[config.mk]
export PLATFORM = sky130hd
export DESIGN_NAME = iomem_initiator
export DESIGN_NICKNAME = d
export VERILOG_FILES = /design/src/rtl/iomem_initiator_pkg.sv /design/src/rtl/iomem_initiator.sv
export SDC_FILE = /design/constraint.sdc
export NUM_CORES = 1
export LEC_CHECK = 0
export BUFFER_PORTS_ARGS = -buffer_cell sky130_fd_sc_hd__buf_2
export CAP_MARGIN = 20
export CORE_ASPECT_RATIO = 1.25
export CORE_MARGIN = 8
export CORE_UTILIZATION = 25
export CTS_CLUSTER_DIAMETER = 40
export DETAILED_ROUTE_END_ITERATION = 8
export PLACE_DENSITY = 0.48
export SLEW_MARGIN = 20
export SYNTH_ARGS = -nofsm -noshare
export SYNTH_HDL_FRONTEND = slang
export SYNTH_SLANG_ARGS = --single-unit
[constraint.sdc]
create_clock -name clk -period 4.5 [get_ports clk]
set_clock_uncertainty 0.2 [all_clocks]
set_input_delay 0.225 -clock clk [delete_from_list [all_inputs] [get_ports clk]]
set_output_delay 0.225 -clock clk [all_outputs]
set_load 0.005 [all_outputs]
[src/rtl/iomem_initiator_pkg.sv]
// Shared definitions for the iomem initiator: FSM state encodings,
// the read-command byte-enable value and the board GPIO base address.
package iomem_initiator_pkg;

    typedef enum logic [1:0] {
        IOM_IDLE = 2'd0,
        IOM_BUS  = 2'd1,
        IOM_RESP = 2'd2
    } iom_state_e;

    // A command with no byte enables set is a read.
    localparam logic [3:0] IOM_WSTRB_READ = 4'b0000;

    // Top address byte of the board-level GPIO register block.
    localparam logic [7:0] IOM_GPIO_BASE = 8'h03;

endpackage

[src/rtl/iomem_initiator.sv]
// Bus-master end of the PicoSoC iomem interface. Takes one read/write
// command at a time, runs it on iomem with a cycle-count timeout and
// returns read data plus a timeout flag on the response port.
module iomem_initiator
    import iomem_initiator_pkg::*;
#(
    parameter int TIMEOUT = 255,
    parameter int CNT_W   = 8
) (
    input  logic        clk,
    input  logic        resetn,

    input  logic        cmd_valid,
    output logic        cmd_ready,
    input  logic [31:0] cmd_addr,
    input  logic [31:0] cmd_wdata,
    input  logic [3:0]  cmd_wstrb,

    output logic        rsp_valid,
    input  logic        rsp_ready,
    output logic [31:0] rsp_rdata,
    output logic        rsp_err,
    output logic        busy,

    output logic        iomem_valid,
    input  logic        iomem_ready,
    output logic [3:0]  iomem_wstrb,
    output logic [31:0] iomem_addr,
    output logic [31:0] iomem_wdata,
    input  logic [31:0] iomem_rdata
);

    // Counter value seen on the last cycle iomem_valid may stay high.
    // Only meaningful when the timeout is enabled (TIMEOUT != 0).
    localparam logic [CNT_W-1:0] CNT_LAST = CNT_W'((TIMEOUT != 0) ? TIMEOUT - 1 : 0);
    localparam bit               TO_EN    = (TIMEOUT != 0);

    iom_state_e       state;
    logic [CNT_W-1:0] cnt;

    // Saturating increment so a disabled timeout never wraps the counter.
    function automatic logic [CNT_W-1:0] sat_inc(input logic [CNT_W-1:0] v);
        return (&v) ? v : v + 1'b1;
    endfunction

    // Commands are accepted only while idle; this is the one unregistered output.
    assign cmd_ready = (state == IOM_IDLE);

    // Transaction FSM: issue on iomem, wait for ready or timeout, hold response.
    always_ff @(posedge clk) begin
        if (!resetn) begin
            state       <= IOM_IDLE;
            cnt         <= '0;
            busy        <= 1'b0;
            rsp_valid   <= 1'b0;
            rsp_rdata   <= '0;
            rsp_err     <= 1'b0;
            iomem_valid <= 1'b0;
            iomem_addr  <= '0;
            iomem_wdata <= '0;
            iomem_wstrb <= '0;
        end else begin
            case (state)
                IOM_IDLE: begin
                    if (cmd_valid) begin
                        iomem_valid <= 1'b1;
                        iomem_addr  <= cmd_addr;
                        iomem_wdata <= cmd_wdata;
                        iomem_wstrb <= cmd_wstrb;
                        cnt         <= '0;
                        busy        <= 1'b1;
                        state       <= IOM_BUS;
                    end
                end

                IOM_BUS: begin
                    // Request fields stay frozen here; only the counter moves.
                    cnt <= sat_inc(cnt);
                    if (iomem_ready) begin
                        // Ready wins even on the cycle the timeout would fire.
                        iomem_valid <= 1'b0;
                        iomem_wstrb <= '0;
                        rsp_rdata   <= (iomem_wstrb == IOM_WSTRB_READ) ? iomem_rdata : 32'h0;
                        rsp_err     <= 1'b0;
                        rsp_valid   <= 1'b1;
                        state       <= IOM_RESP;
                    end else if (TO_EN && (cnt == CNT_LAST)) begin
                        iomem_valid <= 1'b0;
                        rsp_rdata   <= '0;
                        rsp_err     <= 1'b1;
                        rsp_valid   <= 1'b1;
                        state       <= IOM_RESP;
                    end
                end

                IOM_RESP: begin
                    // rsp_rdata/rsp_err keep their values after the handshake.
                    if (rsp_ready) begin
                        rsp_valid <= 1'b0;
                        busy      <= 1'b0;
                        state     <= IOM_IDLE;
                    end
                end

                default: begin
                    rsp_valid   <= 1'b0;
                    iomem_valid <= 1'b0;
                    busy        <= 1'b0;
                    state       <= IOM_IDLE;
                end
            endcase
        end
    end

endmodule

==> flow_metrics.env <==
export IMPL_wl_um=15200
export IMPL_dpl_hpwl_um=10300
export IMPL_synth_area_per_cell_um2=8.55
export IMPL_cap_violations=0
export IMPL_synth_distinct_cells=44
export IMPL_grt_max_degree=71
export IMPL_synth_edff_count=0
export IMPL_cts_root_buf="clkbuf_16"
export IMPL_crit_path_start="state[0]"
export IMPL_yosysTopAreaCell="dfxtp_1"
export IMPL_clk_pin_slew_ns=0.05
export IMPL_hold_viol=0
export IMPL_diodes=0
export IMPL_final_nets=920
export IMPL_startpoint_type="flip-flop"
export IMPL_worstReg2RegStart="state[0]"
export IMPL_p_sw_w=0.000673
export IMPL_swShare=0.238
export IMPL_drc=0
export IMPL_placementRows=54
export IMPL_worstMarginPinSlew_ns=0.962
export IMPL_syn_num_nets=623
export IMPL_clkLatencyLatePin_ns=0.41
export IMPL_post_cts_setup_buffer_count=0
export IMPL_netlist_area_mm2=0.00441
export IMPL_dr_pass1_iters=4
export IMPL_async_reset_ff_frac=0
export IMPL_cts_buffer_depth=2
export IMPL_crit_fanout=33
export IMPL_reg2reg_depth=4
export IMPL_cp_arrival_ns=2.64
export IMPL_start_util=0.254
export IMPL_setup_worst_path_class="flip-flop to flip-flop"
export IMPL_ios=210
export IMPL_status="finished, final reports clean"
export IMPL_power_internal_w=0.00215
export IMPL_gp_congestion=0.772
export IMPL_synth_top_area_frac=0.517
export IMPL_slew_viol_final=0
export IMPL_rsz0062_at_grt="false"
export IMPL_crit_required_ns=4.55
export IMPL_p_total_w=0.00282
export IMPL_grt_pass1_wl_um=24500
export IMPL_setup_viol=0
export IMPL_synthFlopType="dfxtp_1"
export IMPL_p_leak_nw=3.22
export IMPL_routedWlPerCell_um=14.5
export IMPL_die_x_um=135
export IMPL_ant_nets=0
export IMPL_overflow=0
export IMPL_port_buffer_count=209
export IMPL_vdd_ir_drop_max_mv=0.213
export IMPL_antenna_found_initial=0
export IMPL_drive_gt1_frac=0.306
export IMPL_grt_pass1_vias=4844
export IMPL_cts_buffers=17
export IMPL_p_per_area_mw_per_mm2=391
export IMPL_drt_initial_drc_count=173
export IMPL_synth_seq_area_share=0.517
export IMPL_htree_levels=4
export IMPL_die_h_um=165
export IMPL_vias=4626
export IMPL_vias_per_cell=4.41
export IMPL_clock_power_share=0.481
export IMPL_cts_tree="yes"
export IMPL_synth_cells=516
export IMPL_track_usage=0.137
export IMPL_core_area_mm2=0.0174
export IMPL_endpoint="rsp_rdata[27]"
export IMPL_fin_crit_ns=2.59
export IMPL_min_period_over_period=0.575
export IMPL_tns_ns=0
export IMPL_pwr_share_seq=0.390
export IMPL_ys_warn_count=0
export IMPL_dieArea_mm2=0.0222
export IMPL_cts_sinks=114
export IMPL_ys_ff_latch=114
export IMPL_whs_path_depth=4
export IMPL_r2r_end="rsp_rdata[27]"
export IMPL_cp_end_kind="flip-flop"
export IMPL_ys_top_cells_by_area="dfxtp_1, nand2_1, a21boi_0"
export IMPL_syn_to_final_growth_pct=63.4
export IMPL_r2r_slack_ns=1.91
export IMPL_worstHoldPathType="input pin to flip-flop"
export IMPL_slew_headroom=0.358
export IMPL_combPwrFrac=0.128
export IMPL_max_freq_mhz=387
==> registers in the layout, summed over array words and instances (netlist names) <==
register     flops
iomem_addr      32
iomem_wdata     32
rsp_rdata       32
cnt              8
iomem_wstrb      4
state            2
busy             1
iomem_valid      1
rsp_err          1
rsp_valid        1
==> cell usage in the layout, fill, tap and decap left out, drive strengths merged, types with 5 or more instances in the layout <==
cell           n
nor2           7
dlygate4sd3  103
o22ai         28
a21oi          7
and3           5
nor2b          6
nand2        197
buf          214
a32o           5
clkbuf        22
dfxtp        114
a21boi        66
==> cell usage after synthesis, drive strengths merged (4+ instances only) <==
| cell | number |
|---|---|
| a21oi | 7 |
| buf | 18 |
| and3 | 5 |
| a21boi | 66 |
| o22ai | 28 |
| nand2 | 197 |
| a32o | 5 |
| o21ai | 4 |
| and2 | 4 |
| clkbuf | 21 |
| nor2b | 6 |
| nor2 | 7 |
| dfxtp | 114 |
| a22oi | 4 |
==> metrics by stage <==
step | cell area [um^2] | util | hold slack [ns] | instances | worst slack [ns]
after floorplan | 4410 | - | 0.151 | 516 | 2.85
after global placement | 5580 | 0.321 | 0.237 | 915 | 1.97
after detailed placement | 5580 | 0.321 | 0.242 | 915 | 1.90
after CTS | 7210 | 0.415 | 0.0832 | 1050 | 1.90
after global routing | 7210 | 0.415 | 0.166 | 1050 | 1.69
final | 7210 | 0.415 | 0.105 | 1050 | 1.91
==> area by class of cell <==
cell class	count	area [um^2]
fillers	1687	10200
flip-flops and latches	114	2280
repair buffers	317	2110
multi-input cells	361	1930
clock buffers	22	464
well taps	224	280
clock inverters	10	133
inverters	2	7.51
==> critical path, stage by stage, from the launching register on <==
cell and delay [ns]:
dfxtp_1 0.65, nor2b_2 0.23, buf_4 0.32, o21a_1 0.82, o22ai_1 0.20
==> what timing repair did <==
item / 4_1_cts / 5_1_grt
gates resized for setup: 0 / 0
hold buffers: 103 / 0
endpoints found under the hold margin: 104 / 0
==> cells by family (layout without fill, tap and decap cells) <==
kind of cell | after synthesis | after routing | share of synthesized area
DFF | 114 | 114 | 0.517
adders and majority gates | 2 | 2 | 0.00567
and+or+nand+nor | 231 | 231 | 0.220
buffers and inverters | 41 | 351 | 0.0465
AOI/OAI and AO/OA | 127 | 127 | 0.208
muxes | 1 | 1 | 0.00227
==> power groups by stage <==
| stage | logic [W] | registers, W | clock network, W |
|---|---|---|---|
| after global routing | 0.000406 | 0.00111 | 0.00144 |
| after detailed placement | 0.000297 | 0.00112 | 0 |
| after floorplan | 0.000156 | 0.00112 | 0 |
| final | 0.000362 | 0.00110 | 0.00136 |
| after global placement | 0.000291 | 0.00112 | 0 |
| after CTS | 0.000368 | 0.00110 | 0.00140 |
==> routing by layer <==
layer  up-vias  wire length [um]  track usage
li1       2331                 -            -
met1      2105              6220        0.146
met2       161              7170        0.228
met5         -                 0            0
met4         0               389       0.0650
met3        29              1460       0.0600
==> worst min-delay path by stage <==
stage	from	to	slack, ns
after floorplan	iomem_rdata[18]	rsp_rdata[18]	0.15
after global routing	cmd_valid	busy	0.17
final	cmd_valid	busy	0.10
after detailed placement	iomem_addr[2]	iomem_addr[2]	0.24
after CTS	cmd_valid	busy	0.08
after global placement	iomem_rdata[30]	rsp_rdata[30]	0.24
(Power assumes the default switching activity.)
